===== config.mk =====
export PLATFORM = sky130hd
export DESIGN_NAME = uart_transmitter
export DESIGN_NICKNAME = d
export VERILOG_FILES = /design/src/rtl/uart_pkg.sv /design/src/rtl/uart_baud_tick.sv /design/src/rtl/uart_transmitter.sv
export SDC_FILE = /design/constraint.sdc
export NUM_CORES = 1
export LEC_CHECK = 0
export CAP_MARGIN = 20
export CORE_ASPECT_RATIO = 1.4
export CORE_UTILIZATION = 50
export DETAILED_ROUTE_END_ITERATION = 7
export PLACE_DENSITY = 0.74
export SLEW_MARGIN = 30
export SYNTH_ARGS = -nofsm -noshare
export SYNTH_HDL_FRONTEND = slang
export SYNTH_SLANG_ARGS = --single-unit

===== constraint.sdc =====
create_clock -name clc -period 1.8 [get_ports clc]
set_input_delay 0.36 -clock clc [delete_from_list [all_inputs] [get_ports clc]]
set_output_delay 0.36 -clock clc [all_outputs]
set_load 0.01 [all_outputs]

===== src/rtl/uart_pkg.sv =====
// Shared types and constants for the UART transmit path.
package uart_pkg;

   localparam int DATA_BITS            = 8;
   localparam int DEFAULT_CLKS_PER_BIT = 434;

   typedef enum logic [2:0] {
      IDLE,
      START,
      DATA,
      PARITY,
      STOP
   } uart_tx_state_t;

endpackage


===== src/rtl/uart_baud_tick.sv =====
// Free-running bit-period counter: pulses tick for one cycle every N clocks.
module uart_baud_tick #(
   parameter int N = 434
) (
   input  logic clc,
   input  logic res,
   input  logic restart,
   output logic tick
);

   localparam int W = (N > 1) ? $clog2(N) : 1;

   logic [W-1:0] cnt_q;
   logic [W-1:0] cnt_d;

   always_comb begin
      cnt_d = cnt_q + W'(1);
      if (restart || cnt_q == W'(N - 1)) begin
         cnt_d = '0;
      end
   end

   always_ff @(posedge clc or negedge res) begin
      if (!res) begin
         cnt_q <= '0;
      end else begin
         cnt_q <= cnt_d;
      end
   end

   assign tick = (cnt_q == W'(N - 1));

endmodule


===== src/rtl/uart_transmitter.sv =====
// Byte-wide valid/ready UART transmitter: start, 8 data bits LSB-first,
// optional even parity, 1 or 2 stop bits.
module uart_transmitter
   import uart_pkg::*;
#(
   parameter int CLKS_PER_BIT = DEFAULT_CLKS_PER_BIT,
   parameter int PARITY_EN    = 0,
   parameter int STOP_BITS    = 1
) (
   input  logic       clc,
   input  logic       res,
   input  logic [7:0] data,
   input  logic       valid,
   output logic       ready,
   output logic       TX,
   output logic       busy
);

   generate
      if (CLKS_PER_BIT < 2 || STOP_BITS < 1 || STOP_BITS > 2) begin : g_param_check
         $error("uart_transmitter: illegal CLKS_PER_BIT or STOP_BITS");
      end
   endgenerate

   uart_tx_state_t       state_q;
   logic [DATA_BITS-1:0] shift_q;
   logic [2:0]           bit_cnt_q;
   logic                 parity_q;
   logic                 tx_q;
   logic                 ready_q;
   logic                 accept;
   logic                 tick;

   assign accept = valid & ready_q;

   uart_baud_tick #(
      .N (CLKS_PER_BIT)
   ) u_baud (
      .clc     (clc),
      .res     (res),
      .restart (accept),
      .tick    (tick)
   );

   // bit_cnt_q indexes data bits in DATA and is reused to count stop bits in STOP.
   always_ff @(posedge clc or negedge res) begin
      if (!res) begin
         state_q   <= IDLE;
         shift_q   <= '0;
         bit_cnt_q <= '0;
         parity_q  <= 1'b0;
         tx_q      <= 1'b1;
         ready_q   <= 1'b1;
      end else begin
         case (state_q)
            IDLE: begin
               tx_q <= 1'b1;
               if (accept) begin
                  shift_q   <= data;
                  parity_q  <= ^data;
                  bit_cnt_q <= '0;
                  tx_q      <= 1'b0;
                  ready_q   <= 1'b0;
                  state_q   <= START;
               end
            end
            START: begin
               if (tick) begin
                  tx_q    <= shift_q[0];
                  shift_q <= shift_q >> 1;
                  state_q <= DATA;
               end
            end
            DATA: begin
               if (tick) begin
                  if (bit_cnt_q == 3'(DATA_BITS - 1)) begin
                     bit_cnt_q <= '0;
                     if (PARITY_EN != 0) begin
                        tx_q    <= parity_q;
                        state_q <= PARITY;
                     end else begin
                        tx_q    <= 1'b1;
                        state_q <= STOP;
                     end
                  end else begin
                     bit_cnt_q <= bit_cnt_q + 3'd1;
                     tx_q      <= shift_q[0];
                     shift_q   <= shift_q >> 1;
                  end
               end
            end
            PARITY: begin
               if (tick) begin
                  tx_q    <= 1'b1;
                  state_q <= STOP;
               end
            end
            STOP: begin
               if (tick) begin
                  if (bit_cnt_q == 3'(STOP_BITS - 1)) begin
                     bit_cnt_q <= '0;
                     ready_q   <= 1'b1;
                     state_q   <= IDLE;
                  end else begin
                     bit_cnt_q <= bit_cnt_q + 3'd1;
                  end
               end
            end
            default: begin
               state_q <= IDLE;
               tx_q    <= 1'b1;
               ready_q <= 1'b1;
            end
         endcase
      end
   end

   assign TX    = tx_q;
   assign ready = ready_q;
   assign busy  = ~ready_q;

endmodule


==> PnR_summary.wiki <==
{| class="wikitable"
! Metric !! Value
|-
| VDD IR-drop max || 0.804 mV
|-
| Cell count after synthesis || 128
|-
| Vias in the first global route || 1049
|-
| TritonCTS clock tree || built
|-
| DRC || 0
|-
| Weighted congestion reported at the end of routability-driven placement || 0.809
|-
| CP bufs+invs || 1
|-
| Number of H-tree branching levels || 1
|-
| Share of synthesized area occupied by flip-flops and latches || 44.7%
|-
| Pwr Density || 934 nW/um2
|-
| Clock slew seen by the registers of the worst setup and hold paths || 0.14 ns
|-
| WP data arrival || 2.03 ns
|-
| Filler instances || 209
|-
| Run status || finished, violations left
|-
| Die Area || 3030 um2
|-
| Met3 wirelength from detailed routing || 61 um
|-
| Post-synthesis cell type count || 40
|-
| Starting DRC count in detailed routing || 8
|-
| Via total after detailed routing || 1051
|-
| Average cell area after synthesis || 11.0 um2
|-
| Largest net degree at the start of global routing || 26
|-
| Proportion of layout cells with a drive suffix above 1 || 30.6%
|-
| Number of clock buffers inserted by TritonCTS || 3
|-
| Cell at the root of the clock tree || sky130_fd_sc_hd__clkbuf_4
|-
| Post-synthesis instance area || 1410 um2
|-
| Slowest CP cell || sky130_fd_sc_hd__dfrtp_1
|-
| Type of the most critical hold path || in2async
|-
| Share of synthesized flip-flops with an asynchronous set or reset || 100%
|-
| Startpoint class of the critical path || register
|-
| Final antenna diode count || 0
|-
| Worst Path Max Fanout || 5
|-
| Area growth from synthesis to layout || 24.9%
|-
| Number of enable-type register cells in the synthesized netlist || 0
|-
| Share of the cycle needed by the critical path after routing || 100%
|-
| Category of the critical setup timing path || reg2reg
|-
| Clock sinks || 25
|-
| Commonest cells after routing, fill and taps aside || sky130_fd_sc_hd__dfrtp_1 (23), sky130_fd_sc_hd__nor2_1 (17), sky130_fd_sc_hd__buf_4 (17)
|-
| GRT overflow || 0
|-
| Highest clock frequency the design can meet || 555 MHz
|-
| Most common cell after layout, fill and taps aside || sky130_fd_sc_hd__dfrtp_1
|-
| Routed wl met2 || 1420 um
|-
| CTS Hold Buffers Added || 0
|-
| Finish-stage setup viols || 1
|-
| Tightest hold margin || 0.370 ns
|-
| Nets || 177
|-
| Count of maximum capacitance violations || 0
|-
| Clock latency of the later-clocked register in the worst-skew pair || 0.33 ns
|-
| Violations in the final reports || setup timing
|-
| RR Startpoint || u_baud.cnt_q[6]
|-
| Sum of routed wire segments on met1 || 1180 um
|-
| Top layer in use || met4
|-
| Total of warnings raised by yosys || 0
|-
| Chip Height || 64.7 um
|-
| Primary flip-flop cell chosen by synthesis mapping || sky130_fd_sc_hd__dfrtp_1
|-
| Starting density of the core || 53.2%
|-
| Combined global-route utilization of all metal layers || 20.7%
|-
| Buffer levels on the longest clock path || 2
|-
| Time the worst path needs with I/O delays and setup || 1.80 ns
|-
| Number of nets with antenna violations after detailed routing || 0
|-
| Routed wire length || 2720 um
|-
| Worst setup slack after layout || -0.000379 ns
|-
| Critical path startpoint || u_baud.cnt_q[6]
|-
| Transition time of the tightest slew-check pin || 0.551 ns
|-
| IO buf count || 13
|-
| Slowest Stage Delay on Critical Path || 0.42 ns
|-
| Leak pwr || 0.775 nW
|-
| Estimated wirelength of the detail-placed design || 1960 um
|-
| Endpoint class of the critical path || register
|-
| Final Hold Vio Count || 0
|-
| Number of nets produced by synthesis || 144
|-
| Data required time of the worst path || 2.03 ns
|-
| Flop and latch count out of synthesis || 25
|-
| Relative max-transition margin || 63.2%
|-
| Number of I/O pins || 14
|-
| Number of vias per cell after detailed routing || 5.36
|-
| Crit-path leading delay family || simple AND/OR/NAND/NOR gates
|-
| Clk_skew || 0.00419 ns
|-
| Final TNS setup || -0.000379 ns
|-
| Floorplan row count || 22
|-
| Routed wire per std cell || 13.9 um
|-
| Cells traversed along the worst timing path || or3b_4 > nor4b_4 > buf_4 > o21ai_4 > mux2_4
|-
| Router iterations before antenna repair || 4
|-
| CORE AREA || 2640 um2
|-
| Final-report max-slew violation count || 0
|-
| Horizontal die dimension || 46.8 um
|-
| RSZ-0062 raised after global routing || yes
|-
| Number of antenna violations at the first check in global routing || 0
|-
| Wire length of the first global-routing pass || 4480 um
|}
==> Yosys cell counts (3+ instances only) <==
library cell / instances / share of area [%]
sky130_fd_sc_hd__a21oi_1: 3 / 1.1
sky130_fd_sc_hd__dfrtp_1: 23 / 41
sky130_fd_sc_hd__ha_1: 5 / 4.5
sky130_fd_sc_hd__inv_1: 5 / 1.3
sky130_fd_sc_hd__mux2_2: 17 / 14
sky130_fd_sc_hd__nand2_1: 6 / 1.6
sky130_fd_sc_hd__nand2b_1: 3 / 1.3
sky130_fd_sc_hd__nand3_1: 3 / 1.1
sky130_fd_sc_hd__nor2_1: 17 / 4.5
sky130_fd_sc_hd__nor2b_1: 3 / 1.3
sky130_fd_sc_hd__xnor2_1: 6 / 3.7
sky130_fd_sc_hd__xor2_1: 3 / 1.9
==> metrics by stage <==
stage / cells / utilization, % / power (mW) / area (um2) / worst slack [ns]
4_1_cts: 195 / 65.0 / 1.65 / 1720 / -0.00552
3_3_place_gp: 188 / 62.6 / 1.35 / 1650 / -0.0172
5_1_grt: 196 / 66.4 / 1.76 / 1760 / -0.0760
3_5_place_dp: 188 / 62.6 / 1.38 / 1650 / -0.0520
2_1_floorplan: 128 / - / 1.18 / 1410 / 0.0321
6_report: 196 / 66.4 / 1.64 / 1760 / -0.000379
==> flip-flops by register name (all words and copies together), names as in the netlist <==
name / cells
shift_q: 8
u_baud.cnt_q: 9
ready: 1
TX: 1
state_q: 3
bit_cnt_q: 3
==> final cells by class <==
cell class	instances	area [um2]	share of cell area, %
Clock inverter	1	5.00	0.285
Clock buffer	3	22.5	1.28
Inverter	5	18.8	1.07
Tap cell	36	45.0	2.57
Timing Repair Buffer	30	262	14.9
Multi-Input combinational cell	96	774	44.1
Sequential cell	25	628	35.8
==> where the power goes <==
part           leakage (nW)  total [mW]  switching (mW)  internal [mW]
logic                 0.448       0.557           0.237          0.319
registers             0.309       0.829           0.102          0.727
clock network        0.0177       0.255           0.171         0.0835
==> repair_timing <==
action,in CTS,in global routing
setup endpoints to repair,11,11
pin swaps,1,2
resized for setup,6,5
buffers inserted,2,1
gates cloned,1,0
==> cells by family after synthesis <==
group	count (synthesis)	synth area share, %
multiplexers	18	14.3
AND/OR/NAND/NOR	48	19.2
XOR/XNOR	9	5.61
adder cells (fa/ha/maj)	5	4.45
AO/OA/AOI/OAI	15	8.10
flip-flops	25	44.7
buffers and inverters	8	3.56
==> worst register-to-register path: cells and delay by family, from the launching register on <==
kind            cells  cell delay [ns]
compound gates      1             0.09
simple gates        2             0.69
flops               1             0.42
mux                 1             0.32
buf+inv             1             0.18
==> final timing paths <==
path                                end  slack (ns)  cells past startpoint
hold / removal             bit_cnt_q[2]        0.37                      2
setup / recovery             shift_q[5]     -0.0004                      5
max in group asynchronous         ready        1.14                      2
min in group clc                  ready        0.50                      2
setup reg to reg             shift_q[5]     -0.0004                      5
hold reg to reg                   ready        0.50                      2
==> metal layers <==
| metal | GRT usage (%) | vias to the layer above |
|---|---|---|
| li1 | - | 513 |
| met1 | 25.8 | 517 |
| met2 | 34.2 | 16 |
| met3 | 3.62 | 5 |
| met4 | 8.21 | 0 |
| met5 | 0 | - |
Power figures use the tool's default switching activity.
